### src/rtl/square_plotter_pkg.sv
// -----------------------------------------------------------------------------
// square_plotter_pkg
//   Shared definitions for the square plotter and its neighbours (the square
//   scheduler uses the same colour and screen constants).
//   Contents:
//     - colour constants, 3-bit {R,G,B}
//     - screen size and last visible column/row
//     - counter width for the in-square column/row counters
//     - FSM state encoding for square_plotter
// -----------------------------------------------------------------------------
package square_plotter_pkg;

   // Colours, {R,G,B}
   localparam logic [2:0] BLACK   = 3'b000;
   localparam logic [2:0] BLUE    = 3'b001;
   localparam logic [2:0] GREEN   = 3'b010;
   localparam logic [2:0] CYAN    = 3'b011;
   localparam logic [2:0] RED     = 3'b100;
   localparam logic [2:0] MAGENTA = 3'b101;
   localparam logic [2:0] YELLOW  = 3'b110;
   localparam logic [2:0] WHITE   = 3'b111;

   // Screen geometry: 160x120 pixels
   localparam int SCREEN_W     = 160;
   localparam int SCREEN_H     = 120;
   localparam int SCREEN_X_MAX = SCREEN_W - 1;
   localparam int SCREEN_Y_MAX = SCREEN_H - 1;

   // Squares are at most 8x8, so 3 bits cover both counters
   localparam int CNT_W = 3;

   typedef enum logic [1:0] {
      ST_IDLE = 2'd0,
      ST_DRAW = 2'd1,
      ST_DONE = 2'd2
   } state_e;

endpackage

### src/rtl/square_plotter_pixel_counter.sv
// -----------------------------------------------------------------------------
// pixel_counter
//   2-D row-major counter used to walk the pixels of one square.
//   cx counts 0..W-1; when it wraps to 0, cy advances 0..H-1 (and wraps).
//   Ports:
//     clk_i    in   clock
//     rst_ni   in   asynchronous active-low reset (counters go to 0)
//     clr_i    in   synchronous clear of both counters (wins over en_i)
//     en_i     in   advance by one pixel
//     cx_o     out  current column offset
//     cy_o     out  current row offset
//     last_o   out  high when the counters sit on the last pixel (W-1,H-1)
// -----------------------------------------------------------------------------
module pixel_counter
   import square_plotter_pkg::*;
#(
   parameter int W = 4,
   parameter int H = 4
) (
   input  logic             clk_i,
   input  logic             rst_ni,
   input  logic             clr_i,
   input  logic             en_i,
   output logic [CNT_W-1:0] cx_o,
   output logic [CNT_W-1:0] cy_o,
   output logic             last_o
);

   logic [CNT_W-1:0] cx_q, cx_d;
   logic [CNT_W-1:0] cy_q, cy_d;
   logic             cx_last;
   logic             cy_last;

   assign cx_last = (cx_q == CNT_W'(W - 1));
   assign cy_last = (cy_q == CNT_W'(H - 1));

   always_ff @(posedge clk_i or negedge rst_ni) begin
      if (!rst_ni) begin
         cx_q <= '0;
         cy_q <= '0;
      end else begin
         cx_q <= cx_d;
         cy_q <= cy_d;
      end
   end

   always_comb begin
      cx_d = cx_q;
      cy_d = cy_q;
      if (clr_i) begin
         cx_d = '0;
         cy_d = '0;
      end else if (en_i) begin
         if (cx_last) begin
            cx_d = '0;
            // Wrapping cy too leaves the counter at (0,0) after the last pixel
            cy_d = cy_last ? '0 : cy_q + CNT_W'(1);
         end else begin
            cx_d = cx_q + CNT_W'(1);
         end
      end
   end

   assign cx_o   = cx_q;
   assign cy_o   = cy_q;
   assign last_o = cx_last & cy_last;

endmodule

### src/rtl/square_plotter.sv
// -----------------------------------------------------------------------------
// square_plotter
//   Rasterises one game-board square into SQ_W*SQ_H consecutive VGA pixel
//   writes, one per clock, in row-major order. Black squares are drawn like
//   any other colour; that is how stale notes get erased.
//   Ports:
//     clk         in   system clock
//     resetn      in   asynchronous active-low reset
//     start       in   request to draw a square (ignored while drawing)
//     in_x        in   top-left x of the square
//     in_y        in   top-left y of the square
//     in_colour   in   square colour {R,G,B}
//     vga_x       out  pixel x to the VGA adapter
//     vga_y       out  pixel y to the VGA adapter
//     vga_colour  out  pixel colour to the VGA adapter
//     plot        out  write-enable to the VGA adapter (0 for clipped pixels)
//     busy        out  high while a square is being rasterised
//     done        out  one-cycle pulse after the last pixel slot
//   Handshake: start is a level sampled on posedge clk. It is accepted in
//   IDLE or DONE (back-to-back, no gap) and ignored in DRAW. Acceptance is
//   visible as busy rising on the following cycle; done marks completion.
//   Every output is decoded from registers only.
// -----------------------------------------------------------------------------
module square_plotter
   import square_plotter_pkg::*;
#(
   parameter int SQ_W  = 4,
   parameter int SQ_H  = 4,
   parameter int X_MAX = SCREEN_X_MAX,
   parameter int Y_MAX = SCREEN_Y_MAX
) (
   input  logic       clk,
   input  logic       resetn,
   input  logic       start,
   input  logic [7:0] in_x,
   input  logic [6:0] in_y,
   input  logic [2:0] in_colour,
   output logic [7:0] vga_x,
   output logic [6:0] vga_y,
   output logic [2:0] vga_colour,
   output logic       plot,
   output logic       busy,
   output logic       done
);

   state_e           state_q, state_d;

   logic [7:0]       base_x_q, base_x_d;
   logic [6:0]       base_y_q, base_y_d;
   logic [2:0]       base_colour_q, base_colour_d;

   logic             load;
   logic             cnt_en;
   logic             cnt_last;
   logic [CNT_W-1:0] cx;
   logic [CNT_W-1:0] cy;

   // One bit wider than the port so pixels past the screen edge are seen
   // as out of range instead of wrapping back onto the screen.
   logic [8:0]       x_sum;
   logic [7:0]       y_sum;
   logic             in_range;

   // A new square is accepted from IDLE or DONE only
   assign load   = start & (state_q != ST_DRAW);
   assign cnt_en = (state_q == ST_DRAW);

   pixel_counter #(
      .W (SQ_W),
      .H (SQ_H)
   ) u_pixel_counter (
      .clk_i  (clk),
      .rst_ni (resetn),
      .clr_i  (load),
      .en_i   (cnt_en),
      .cx_o   (cx),
      .cy_o   (cy),
      .last_o (cnt_last)
   );

   // ---------------------------------------------------------------- state reg
   always_ff @(posedge clk or negedge resetn) begin
      if (!resetn) begin
         state_q <= ST_IDLE;
      end else begin
         state_q <= state_d;
      end
   end

   // ---------------------------------------------------------------- next state
   always_comb begin
      state_d = state_q;
      case (state_q)
         ST_IDLE: if (start)    state_d = ST_DRAW;
         ST_DRAW: if (cnt_last) state_d = ST_DONE;
         ST_DONE: state_d = start ? ST_DRAW : ST_IDLE;
         default: state_d = ST_IDLE;
      endcase
   end

   // ---------------------------------------------------------------- base regs
   always_comb begin
      base_x_d      = base_x_q;
      base_y_d      = base_y_q;
      base_colour_d = base_colour_q;
      if (load) begin
         base_x_d      = in_x;
         base_y_d      = in_y;
         base_colour_d = in_colour;
      end
   end

   always_ff @(posedge clk or negedge resetn) begin
      if (!resetn) begin
         base_x_q      <= '0;
         base_y_q      <= '0;
         base_colour_q <= '0;
      end else begin
         base_x_q      <= base_x_d;
         base_y_q      <= base_y_d;
         base_colour_q <= base_colour_d;
      end
   end

   // ---------------------------------------------------------------- outputs
   assign x_sum    = {1'b0, base_x_q} + {{(9-CNT_W){1'b0}}, cx};
   assign y_sum    = {1'b0, base_y_q} + {{(8-CNT_W){1'b0}}, cy};
   assign in_range = (x_sum <= 9'(X_MAX)) & (y_sum <= 8'(Y_MAX));

   always_comb begin
      vga_x      = x_sum[7:0];
      vga_y      = y_sum[6:0];
      vga_colour = base_colour_q;
      // Clipped pixels still occupy their slot, just without a write
      plot       = (state_q == ST_DRAW) & in_range;
      busy       = (state_q == ST_DRAW);
      done       = (state_q == ST_DONE);
   end

endmodule

### config.mk
export PLATFORM = sky130hd
export DESIGN_NAME = square_plotter
export DESIGN_NICKNAME = d
export VERILOG_FILES = /design/src/rtl/square_plotter_pkg.sv /design/src/rtl/square_plotter_pixel_counter.sv /design/src/rtl/square_plotter.sv
export SDC_FILE = /design/constraint.sdc
export NUM_CORES = 1
export LEC_CHECK = 0
export ABC_CLOCK_PERIOD_IN_PS = 5500
export BUFFER_PORTS_ARGS = -buffer_cell sky130_fd_sc_hd__buf_2
export CAP_MARGIN = 20
export CORE_MARGIN = 2
export CORE_UTILIZATION = 40
export DETAILED_ROUTE_END_ITERATION = 10
export REMOVE_ABC_BUFFERS = 1
export SLEW_MARGIN = 20
export SYNTH_ARGS = -nofsm -noshare
export SYNTH_HDL_FRONTEND = slang
export SYNTH_HIERARCHICAL = 1
export SYNTH_SLANG_ARGS = --single-unit
### constraint.sdc
create_clock -name clk -period 5.5 [get_ports clk]
set_input_delay 0.825 -clock clk [delete_from_list [all_inputs] [get_ports clk]]
set_output_delay 0.825 -clock clk [all_outputs]
set_load 0.03 [all_outputs]
==> tab_implementation.tex, run 1 <==
\begin{tabular}{lr}
\hline
Metric & Value \\
\hline
\multicolumn{2}{l}{\textbf{Power and ir drop}} \\
Power per cell area & slightly below 700 mW/mm2 \\
VDD IR max & roughly 0.24 mV \\
Static power due to leakage & $\sim$0.87 nW \\
\multicolumn{2}{l}{\textbf{Routing}} \\
Number of DRC markers in iteration 0 & 48 \\
Total Wirelength & 3.05 mm \\
Vias & 1,143 \\
Iteration count of the initial detailed-routing pass & 4 \\
DR vias/cell & 5.04 \\
Detail-routed net length per standard cell & 13.5 um \\
Count of unresolved DRC violations after routing & 0 \\
Post-detailed-route count of antenna-violating nets & 0 \\
\multicolumn{2}{l}{\textbf{Timing}} \\
Peak Freq & between 0.3 and 0.4 GHz \\
Worst slew margin relative to its limit & 0.610 \\
Post-route fraction of the period consumed by the critical path & 0.588 \\
Setup-violating endpoint count in the final report & 0 \\
Setup TNS after final layout & 0 ns \\
Final worst path period need & 3.24 ns \\
Final-report max-slew violation count & 0 \\
Hold Vio Cnt, Final & 0 \\
Worst-Margin Slew & between 0.5 and 0.6 ns \\
RSZ-0062 raised after global routing & false \\
Clock Skew & roughly 0.00067 ns \\
\multicolumn{2}{l}{\textbf{Yosys}} \\
Post-synthesis async set-or-reset flop share & 1.00 \\
Count of flip-flops with a built-in enable after synthesis & 0 \\
Most common cell in the netlist & dfrtp\_1 \\
Synthesized netlist cell count & 135 \\
Main flop type after synthesis & dfrtp\_1 \\
Commonest cells in the netlist & dfrtp\_1, mux2\_2, inv\_1 \\
Yosys synthesis warning count & 6 \\
Mean instance size in the synthesized netlist & 11.3 um2 \\
Share of the yosys chip area belonging to registers & 0.425 \\
Proportion of netlist area held by the largest area contributor & 0.425 \\
Post-synth design cell area & 0.00153 mm2 \\
Library cell with the largest summed area after synthesis & dfrtp\_1 \\
Number of distinct library cells after synthesis & 45 \\
FF+latch count, synth & 26 \\
Top cells by area, synth & dfrtp\_1, mux2\_2, ha\_1, xnor2\_1, inv\_1 \\
\multicolumn{2}{l}{\textbf{Critical path}} \\
Ordered list of cells on the worst path & ha\_1 -> inv\_1 -> fa\_1 -> nand2b\_1 -> or4\_1 -> a21oi\_1 -> nor4\_1 -> buf\_2 \\
Critical setup path kind & reg2out \\
WP data required & 4.68 ns \\
Reg-to-reg startpoint & state\_q[1] \\
Worst R2R Path Depth & 4 \\
Arrival time of the worst setup path & 2.41 ns \\
Critical-path cell with the highest stage delay & or4\_1 \\
Crit path max fanout & 4 \\
Element type at the critical path end & output pin \\
Slowest Stage Delay on Critical Path & about 0.46 ns \\
Buf/Inv on CP & 2 \\
Reg-to-reg critical path endpoint & u\_pixel\_counter/cx\_o[2] \\
Worst setup SP type & flop \\
Worst path top cell family by delay & simple AND/OR/NAND/NOR gates \\
FF-to-FF setup slack & a little over 4 ns \\
\multicolumn{2}{l}{\textbf{Die}} \\
Die Span X & about 66 um \\
Cell Rows & 22 \\
Number of I/O pins & 42 \\
Die Span Y & $\sim$66 um \\
Initial standard-cell utilization of the core & 0.418 \\
Core Area & roughly 0.0037 mm2 \\
Die Area & 0.00434 mm2 \\
\multicolumn{2}{l}{\textbf{Final layout}} \\
Fill count & 348 \\
Diodes inserted & 0 \\
Final Instance Count excl. Fillers & 227 \\
Area Growth Syn to Fin & 21.5\% \\
Register Area & 651 um2 \\
Fraction of layout instances using a drive strength above 1 & 0.413 \\
Net total in the final layout & between 200 and 250 \\
Final core area utilization & 0.508 \\
Area used by multi-input combinational logic & around 830 um2 \\
\multicolumn{2}{l}{\textbf{CTS}} \\
Depth of the CTS H-tree & 1 \\
Clock network latency to the later pin of the worst-skew pair & 0.27 ns \\
Root buffer cell & clkbuf\_8 \\
Clock Pin Slew Worst Setup and Hold Paths & 0.09 ns \\
Number of sinks on the clock net & 26 \\
Deepest clock path buffer count & 2 \\
Post-CTS Setup Inserts & 0 \\
Number of gates given a new drive strength after cts & 0 \\
TritonCTS clock tree & built \\
Number of clock buffers inserted by TritonCTS & 3 \\
Hold buffers post-CTS & 0 \\
\multicolumn{2}{l}{\textbf{GRT}} \\
Aggregate global routing overflow & 0 \\
Antenna violations before repair & 0 \\
Total Routing Usage GR & 0.159 \\
First-pass GRT wire length & 5.37 mm \\
Via count of the first global-routing pass & 1,204 \\
Largest net degree at the start of global routing & 27 \\
\multicolumn{2}{l}{\textbf{Min path}} \\
Terminating pin of the worst hold path & vga\_colour[0] \\
Hold WC Path Type & reg2reg \\
Startpoint of the lowest-slack hold path & vga\_colour[0] \\
Worst hold path stage count & 1 \\
\multicolumn{2}{l}{\textbf{Run}} \\
Maximum capacitance violations & 0 \\
\multicolumn{2}{l}{\textbf{Placed design}} \\
Detail Placement HPWL & 2.42 mm \\
Final weighted congestion in routability-driven placement & 0.802 \\
Placed instance count & 223 \\
Number of input and output port buffers inserted & 41 \\
\multicolumn{2}{l}{\textbf{Status}} \\
Outcome & completed \\
\hline
\end{tabular}
per-stage QoR:
step | area [um2] | hold slack [ns] | power [mW] | setup slack [ns]
6_report | 1860 | 0.509 | 1.27 | 2.26
5_1_grt | 1860 | 0.534 | 1.37 | 2.08
4_1_cts | 1860 | 0.508 | 1.29 | 2.27
3_5_place_dp | 1790 | 0.487 | 1.13 | 2.58
3_3_place_gp | 1790 | 0.483 | 1.11 | 2.62
2_1_floorplan | 1520 | 0.486 | 0.939 | 2.23
state kept, by name, summed over array words and instances, names as in the netlist:
name,count
base_x_q,8
base_y_q,7
state_q,2
u_pixel_counter/cx_o,3
u_pixel_counter/cy_o,3
vga_colour,3
routing by layer:
layer | vias up | global-route usage | share of wire | wire, um
li1 | 567 | - | - | -
met1 | 548 | 0.211 | 0.44 | 1360
met2 | 24 | 0.265 | 0.50 | 1530
met3 | 4 | 0.0221 | 0.042 | 129
met4 | 0 | 0.0521 | 0.012 | 38
met5 | - | 0 | 0 | 0
area by class of cell:
type                    count  area share
multi-input cells          97       0.447
flip-flops and latches     26       0.350
repair buffers             41       0.110
well taps                  48      0.0323
clock buffers               3      0.0222
inverters                  11      0.0222
clock inverters             1      0.0161
power by group:
group          internal (mW)  switching, mW
clock                 0.0973         0.0595
sequential             0.276         0.0937
combinational          0.282          0.463
logic make-up after synthesis:
logic type	Yosys count	share of synthesized area
simple gates	38	0.157
fa+ha+maj	10	0.0915
flops	26	0.425
xor+xnor	11	0.0629
compound gates	22	0.115
mux	16	0.117
buf+inv	12	0.0319
worst register-to-register path, delay by kind of cell, from the launching register on:
kind | cells | cell delay (ns)
compound gates | 1 | 0.23
simple gates | 2 | 0.49
buf+inv | 1 | 0.26
flops | 1 | 0.38
cell usage in the layout (no fill, tap or decap), types with 2 or more instances in the layout:
cell type   n
buf_2      41
nand2b_1    3
nor2_1      4
a21oi_1     4
a21oi_2     2
nand4_1     2
xnor2_1     8
dfrtp_1    26
nand3_1     6
ha_1        8
nand2_1     5
fa_1        2
nor2b_1     2
clkbuf_8    3
inv_1      11
o21ai_0     5
mux2_2     15
xor2_1      3
worst max-delay path by stage:
stage                                 start   end  depth (start not counted)
detailed placement  u_pixel_counter/cy_o[0]  plot                          8
CTS                 u_pixel_counter/cx_o[0]  plot                          7
floorplan           u_pixel_counter/cx_o[0]  plot                          6
global route        u_pixel_counter/cy_o[0]  plot                          8
global placement    u_pixel_counter/cy_o[0]  plot                          8
finish              u_pixel_counter/cy_o[0]  plot                          8
Note: power is estimated with default switching activity, not from simulation.
==> run 2, diff against run 1 <==
Settings changed: ABC_AREA set to 1, ABC_CLOCK_PERIOD_IN_PS 5500 to 2850, PLACE_DENSITY set to 0.66.
Clock period 5.5 ns to 2.85 ns, I/O delays scaled along.
==> tab_implementation.tex, run 2 <==
\begin{tabular}{lr}
\hline
Metric & Value \\
\hline
\multicolumn{2}{l}{\textbf{Yosys}} \\
Number of distinct library cells after synthesis & 25 \\
Portion of netlist area occupied by mux cells & 0 \\
Post-synthesis async set-or-reset flop share & 1.00 \\
Share of synthesized cell area in full adder, half adder and majority cells & 0.0892 \\
Top cells by area, synth & dfrtp\_1, nand2\_1, inv\_1, ha\_1, nand3\_1 \\
Share of the yosys chip area belonging to registers & 0.414 \\
Main flop type after synthesis & dfrtp\_1 \\
Synthesized netlist cell count & about 210 \\
FF+latch count, synth & 26 \\
Post-synth design cell area & 0.00157 mm2 \\
Library cell with the largest summed area after synthesis & dfrtp\_1 \\
Xor and xnor fraction of the mapped netlist area & 0.0223 \\
Count of flip-flops with a built-in enable after synthesis & 0 \\
Commonest cells in the netlist & nand2\_1, inv\_1, dfrtp\_1 \\
Compound-gate portion of the synthesized area & 0.0406 \\
Proportion of netlist area held by the largest area contributor & 0.414 \\
Yosys synthesis warning count & 6 \\
Main combinational cell family by area after synthesis & simple AND/OR/NAND/NOR gates \\
Mean instance size in the synthesized netlist & 7.41 um2 \\
Simple-gate share of the synthesized area & 0.342 \\
Most common cell in the netlist & nand2\_1 \\
\multicolumn{2}{l}{\textbf{Status}} \\
Outcome & completed \\
\multicolumn{2}{l}{\textbf{Die}} \\
Initial standard-cell utilization of the core & 0.423 \\
Number of I/O pins & 42 \\
Cell Rows & 22 \\
Die Area & 0.00445 mm2 \\
Core Area & 0.00372 mm2 \\
Die Span Y & approximately 67 um \\
Die Span X & 66.7 um \\
\multicolumn{2}{l}{\textbf{Timing}} \\
Final-report max-slew violation count & 0 \\
Clock Skew & 0.0106 ns \\
Post-route fraction of the period consumed by the critical path & 0.895 \\
Post-layout worst setup margin & 0.300 ns \\
Peak Freq & 0.392 GHz \\
Worst slew margin relative to its limit & 0.614 \\
Worst-Margin Slew & 0.579 ns \\
Setup-violating endpoint count in the final report & 0 \\
Final worst path period need & between 2 and 3 ns \\
Setup TNS after final layout & 0 ns \\
RSZ-0062 raised after global routing & false \\
Worst hold margin & 0.133 ns \\
Hold Vio Cnt, Final & 0 \\
\multicolumn{2}{l}{\textbf{CTS}} \\
Clock Pin Slew Worst Setup and Hold Paths & around 0.1 ns \\
Hold buffers post-CTS & 0 \\
Number of gates given a new drive strength after cts & 0 \\
TritonCTS clock tree & built \\
Depth of the CTS H-tree & 1 \\
Number of sinks on the clock net & 26 \\
Deepest clock path buffer count & 2 \\
Root buffer cell & clkbuf\_8 \\
Number of clock buffers inserted by TritonCTS & 3 \\
Clock network latency to the later pin of the worst-skew pair & around 0.28 ns \\
Post-CTS Setup Inserts & 0 \\
\multicolumn{2}{l}{\textbf{Routing}} \\
Iteration count of the initial detailed-routing pass & 4 \\
Total Wirelength & 3.10 mm \\
Detail-routed net length per standard cell & $\sim$10 um \\
DR vias/cell & 4.59 \\
Number of DRC markers in iteration 0 & 47 \\
Vias & about 1,400 \\
Count of unresolved DRC violations after routing & 0 \\
Post-detailed-route count of antenna-violating nets & 0 \\
\multicolumn{2}{l}{\textbf{Final layout}} \\
Register with the highest flop count & base\_x\_q \\
Highest-count cells in the layout ignoring fill and taps & nand2\_1, buf\_2, inv\_1, dfrtp\_1, nand3\_1 \\
Register Area & approximately 650 um2 \\
Largest register FFs & 8 \\
Final core area utilization & 0.510 \\
Post-route design area & approximately 0.0019 mm2 \\
Diodes inserted & 0 \\
Net total in the final layout & 287 \\
Most frequent standard cell in the layout excluding fill and tap cells & nand2\_1 \\
Area Growth Syn to Fin & 20.6\% \\
Fraction of layout instances using a drive strength above 1 & 0.224 \\
Fill count & a little under 400 \\
Final Instance Count excl. Fillers & 303 \\
Regs by FF count & base\_x\_q: 8 flops, base\_y\_q: 7 flops \\
Area used by multi-input combinational logic & 777 um2 \\
\multicolumn{2}{l}{\textbf{Placed design}} \\
Number of input and output port buffers inserted & 41 \\
Placed instance count & about 300 \\
Detail Placement HPWL & around 2.4 mm \\
Post-detailed-placement cell area & roughly 0.0018 mm2 \\
Setup WS pre-CTS & 0.596 ns \\
Final weighted congestion in routability-driven placement & 0.762 \\
\multicolumn{2}{l}{\textbf{GRT}} \\
Largest net degree at the start of global routing & 27 \\
Via count of the first global-routing pass & around 1,200 \\
Antenna violations before repair & 0 \\
Aggregate global routing overflow & 0 \\
Total Routing Usage GR & 0.159 \\
First-pass GRT wire length & 5.34 mm \\
\multicolumn{2}{l}{\textbf{Power and ir drop}} \\
Static power due to leakage & about 1.1 nW \\
VDD IR max & 0.518 mV \\
Power per cell area & 1280 mW/mm2 \\
Total power after layout & 2.42 mW \\
\multicolumn{2}{l}{\textbf{Run}} \\
Maximum capacitance violations & 0 \\
\multicolumn{2}{l}{\textbf{Critical path}} \\
WP data required & 2.42 ns \\
Critical setup path kind & reg2out \\
Worst setup SP type & flop \\
Reg-to-reg startpoint & state\_q[0] \\
Reg-to-reg critical path endpoint & u\_pixel\_counter/cy\_o[0] \\
Arrival time of the worst setup path & between 2 and 2.5 ns \\
Worst R2R Path Depth & 9 \\
FF-to-FF setup slack & 1.17 ns \\
Crit path max fanout & 4 \\
Element type at the critical path end & output pin \\
\multicolumn{2}{l}{\textbf{Min path}} \\
Hold WC Path Type & in2async \\
\hline
\end{tabular}
[run 2: cell types whose count changed after synthesis, moves of 3 or more]
cell and change:
nand2b_1 -3, nand3_1 +7, nand2_1 +81, xnor2_1 -6, nor2_1 +5, a21oi_1 -3, inv_1 +20, mux2_2 -15
nor2_2 +3
[run 2: final cells by class]
cell class | instances | area share
Clock buffer | 3 | 0.0218
Clock inverter | 1 | 0.0158
Inverter | 33 | 0.0653
Multi-Input combinational cell | 150 | 0.410
Sequential cell | 26 | 0.343
Tap cell | 48 | 0.0317
Timing Repair Buffer | 42 | 0.112
[run 2: routing by layer]
metal  up-vias  global-route usage  wire length, um
li1        740                   -                -
met1       617               0.225             1500
met2        30               0.250             1440
met3         5              0.0203              119
met4         0              0.0536               38
met5         -                   0                0
[run 2: kinds of logic after synthesis]
family	Yosys count
buffers and inverters	36
AOI/OAI and AO/OA	12
and+or+nand+nor	124
DFF	26
adders and majority gates	10
xor gates and xnor gates	4
[run 2: worst max-delay path by stage]
stage,start,end,cells after the start
4_1_cts,u_pixel_counter/cy_o[0],plot,14
3_3_place_gp,u_pixel_counter/cx_o[0],plot,12
5_1_grt,u_pixel_counter/cy_o[0],plot,14
2_1_floorplan,u_pixel_counter/cx_o[0],plot,11
3_5_place_dp,u_pixel_counter/cy_o[0],plot,14
6_report,u_pixel_counter/cy_o[0],plot,14
[run 2: critical path, cell delays in order (launching register included)]
cell	delay [ns]
dfrtp_1	0.40
ha_1	0.18
inv_1	0.06
fa_1	0.40
inv_1	0.07
nand2_1	0.04
nand2_1	0.11
nand2_1	0.06
nand2_1	0.05
nand2_1	0.04
inv_1	0.06
nand2_1	0.05
nor2_1	0.12
nor2_2	0.05
buf_2	0.17
[run 2: power breakdown]
part,total [mW],switching (mW),internal (mW)
Clock,0.308,0.120,0.188
Combinational,1.43,0.987,0.446
Sequential,0.682,0.149,0.534
Total,2.42,1.26,1.17
==> run 3, diff against run 2 <==
Settings changed: SYNTH_HIERARCHICAL 1 to unset.
==> tab_implementation.tex, run 3 <==
\begin{tabular}{lr}
\hline
Metric & Value \\
\hline
\multicolumn{2}{l}{\textbf{Yosys}} \\
Count of flip-flops with a built-in enable after synthesis & 0 \\
FF+latch count, synth & 26 \\
Post-synth design cell area & 0.00162 mm2 \\
Share of the yosys chip area belonging to registers & 0.403 \\
Proportion of netlist area held by the largest area contributor & 0.403 \\
Mean instance size in the synthesized netlist & about 7.6 um2 \\
Synthesized netlist cell count & between 200 and 250 \\
Most common cell in the netlist & nand2\_1 \\
Top cells by area, synth & dfrtp\_1, nand2\_1, ha\_1, inv\_1, nand3\_1 \\
Number of distinct library cells after synthesis & 28 \\
Post-synthesis async set-or-reset flop share & 1.00 \\
Library cell with the largest summed area after synthesis & dfrtp\_1 \\
Yosys synthesis warning count & 0 \\
Main flop type after synthesis & dfrtp\_1 \\
Commonest cells in the netlist & nand2\_1, dfrtp\_1, inv\_1 \\
\multicolumn{2}{l}{\textbf{Critical path}} \\
Worst setup SP type & flop \\
Arrival time of the worst setup path & 2.19 ns \\
Worst path top cell family by delay & adder cells \\
WP data required & 2.42 ns \\
Ordered list of cells on the worst path & ha\_1 -> fa\_1 -> nand3\_1 -> nand2\_2 -> nand3\_1 -> nand2\_1 -> inv\_2 -> nand2\_1 -> nand2\_1 -> nand2\_1 -> nor2\_2 -> buf\_2 \\
Critical-path cell with the highest stage delay & fa\_1 \\
Buf/Inv on CP & 2 \\
Critical setup path kind & reg2out \\
Slowest Stage Delay on Critical Path & 0.43 ns \\
Crit path max fanout & 4 \\
Element type at the critical path end & output pin \\
CP most frequent cell & nand2\_1 \\
\multicolumn{2}{l}{\textbf{Power and ir drop}} \\
VDD IR max & between 0.5 and 0.6 mV \\
Static power due to leakage & between 1 and 1.5 nW \\
Power per cell area & 1250 mW/mm2 \\
\multicolumn{2}{l}{\textbf{Final layout}} \\
Largest register FFs & 8 \\
Highest-count cells in the layout ignoring fill and taps & nand2\_1, buf\_2, inv\_1, dfrtp\_1, nand3\_1 \\
Diodes inserted & 0 \\
Regs by FF count & base\_x\_q: 8 flops, base\_y\_q: 7 flops \\
Final Instance Count excl. Fillers & roughly 300 \\
Register with the highest flop count & base\_x\_q \\
Post-route design area & roughly 0.0019 mm2 \\
Register Area & 651 um2 \\
Area used by multi-input combinational logic & 805 um2 \\
Area Growth Syn to Fin & 17.3\% \\
Fill count & 414 \\
Net total in the final layout & 283 \\
Fraction of layout instances using a drive strength above 1 & 0.231 \\
Most frequent standard cell in the layout excluding fill and tap cells & nand2\_1 \\
\multicolumn{2}{l}{\textbf{Run}} \\
Maximum capacitance violations & 0 \\
\multicolumn{2}{l}{\textbf{CTS}} \\
Clock Pin Slew Worst Setup and Hold Paths & 0.09 ns \\
Clock network latency to the later pin of the worst-skew pair & 0.27 ns \\
Number of sinks on the clock net & 26 \\
Number of gates given a new drive strength after cts & 0 \\
TritonCTS clock tree & built \\
Root buffer cell & clkbuf\_8 \\
Hold buffers post-CTS & 0 \\
Depth of the CTS H-tree & 1 \\
Post-CTS Setup Inserts & 0 \\
Deepest clock path buffer count & 2 \\
Number of clock buffers inserted by TritonCTS & 3 \\
\multicolumn{2}{l}{\textbf{Status}} \\
Outcome & completed \\
\multicolumn{2}{l}{\textbf{GRT}} \\
Total Routing Usage GR & 0.157 \\
First-pass GRT wire length & 5.51 mm \\
Antenna violations before repair & 0 \\
Aggregate global routing overflow & 0 \\
Largest net degree at the start of global routing & 28 \\
Via count of the first global-routing pass & between 1,000 and 1,500 \\
\multicolumn{2}{l}{\textbf{Routing}} \\
Number of DRC markers in iteration 0 & 54 \\
Post-detailed-route count of antenna-violating nets & 0 \\
DR vias/cell & 4.62 \\
Detail-routed net length per standard cell & just over 10 um \\
Iteration count of the initial detailed-routing pass & 4 \\
Total Wirelength & 3.12 mm \\
Count of unresolved DRC violations after routing & 0 \\
Vias & between 1,000 and 1,500 \\
\multicolumn{2}{l}{\textbf{Die}} \\
Initial standard-cell utilization of the core & 0.410 \\
Die Span Y & 67.5 um \\
Die Area & between 0.004 and 0.005 mm2 \\
Die Span X & 67.5 um \\
Cell Rows & 23 \\
Core Area & 0.00394 mm2 \\
Number of I/O pins & 42 \\
\multicolumn{2}{l}{\textbf{Placed design}} \\
Final weighted congestion in routability-driven placement & approximately 0.89 \\
Detail Placement HPWL & about 2.4 mm \\
Placed instance count & slightly below 300 \\
Setup WS pre-CTS & 0.507 ns \\
Number of input and output port buffers inserted & 41 \\
Post-detailed-placement cell area & 0.00184 mm2 \\
\multicolumn{2}{l}{\textbf{Min path}} \\
Hold WC Path Type & in2async \\
\multicolumn{2}{l}{\textbf{Timing}} \\
Hold Vio Cnt, Final & 0 \\
Post-route fraction of the period consumed by the critical path & 0.920 \\
RSZ-0062 raised after global routing & false \\
Post-layout worst setup margin & 0.228 ns \\
Peak Freq & 0.381 GHz \\
Setup-violating endpoint count in the final report & 0 \\
Final-report max-slew violation count & 0 \\
Final worst path period need & 2.62 ns \\
Clock Skew & 0.00325 ns \\
Worst-Margin Slew & 0.559 ns \\
Worst slew margin relative to its limit & 0.627 \\
Setup TNS after final layout & 0 ns \\
\hline
\end{tabular}
-- run 3: cell count changes after synthesis, moves of 2 or more --
cell     before  now
inv_1        31   26
inv_2         2    5
nand2_1      86   82
nand2_4       2    0
nand4_1       3    5
nor2_2        3    1
o21ai_0       7    9
o21ai_1       2    0
-- run 3: layer usage --
metal  GRT usage  up-vias  part of all wire
met5           0        -                 0
met4      0.0689        0             0.020
met3      0.0233        7             0.034
met2       0.238       24              0.45
met1       0.223      621              0.50
li1            -      739                 -
-- run 3: final timing paths --
kind / startpoint / to / slack [ns] / cells past startpoint
setup / recovery: u_pixel_counter.cx_o[0] / plot / 0.23 / 12
hold / removal: resetn / base_y_q[0] / 0.14 / 1
setup reg to reg: state_q[0] / u_pixel_counter.cy_o[0] / 1.32 / 7
hold reg to reg: vga_colour[0] / vga_colour[0] / 0.47 / 2
max in group asynchronous: resetn / u_pixel_counter.cx_o[2] / 2.34 / 1
min in group clk: in_colour[1] / vga_colour[1] / 0.35 / 3
-- run 3: cell type report --
type / instances / share of cell area
Sequential cell: 26 / 0.343
Multi-Input combinational cell: 149 / 0.425
Tap cell: 50 / 0.0330
Clock buffer: 4 / 0.0291
Inverter: 31 / 0.0614
Timing Repair Buffer: 41 / 0.108
-- run 3: kinds of logic after synthesis --
family                     count (synthesis)  synth area share
and+or+nand+nor                          119             0.319
buffers and inverters                     37            0.0991
DFF                                       26             0.403
AOI/OAI and AO/OA                         16            0.0705
adders and majority gates                 10            0.0868
xor gates and xnor gates                   4            0.0217
-- run 3: where the power goes --
group	switching, mW	leakage, nW	internal (mW)
logic	1.00	0.740	0.454
registers	0.146	0.322	0.532
clock network	0.113	0.0288	0.123
total	1.26	1.09	1.11
-- run 3: through the flow --
stage / utilization / hold slack [ns] / power [mW]
floorplan: - / 0.132 / 1.80
global placement: 0.467 / 0.456 / 2.15
detailed placement: 0.467 / 0.456 / 2.16
CTS: 0.480 / 0.157 / 2.41
global route: 0.480 / 0.175 / 2.61
finish: 0.480 / 0.136 / 2.37
-- run 3: worst register-to-register path, cell delays in order, from the launching register on --
cell     delay (ns)
dfrtp_1        0.40
nand2_1        0.10
inv_2          0.12
nor2_8         0.34
inv_2          0.21
nand2_1        0.12
nand2_1        0.05
o21a_1         0.10
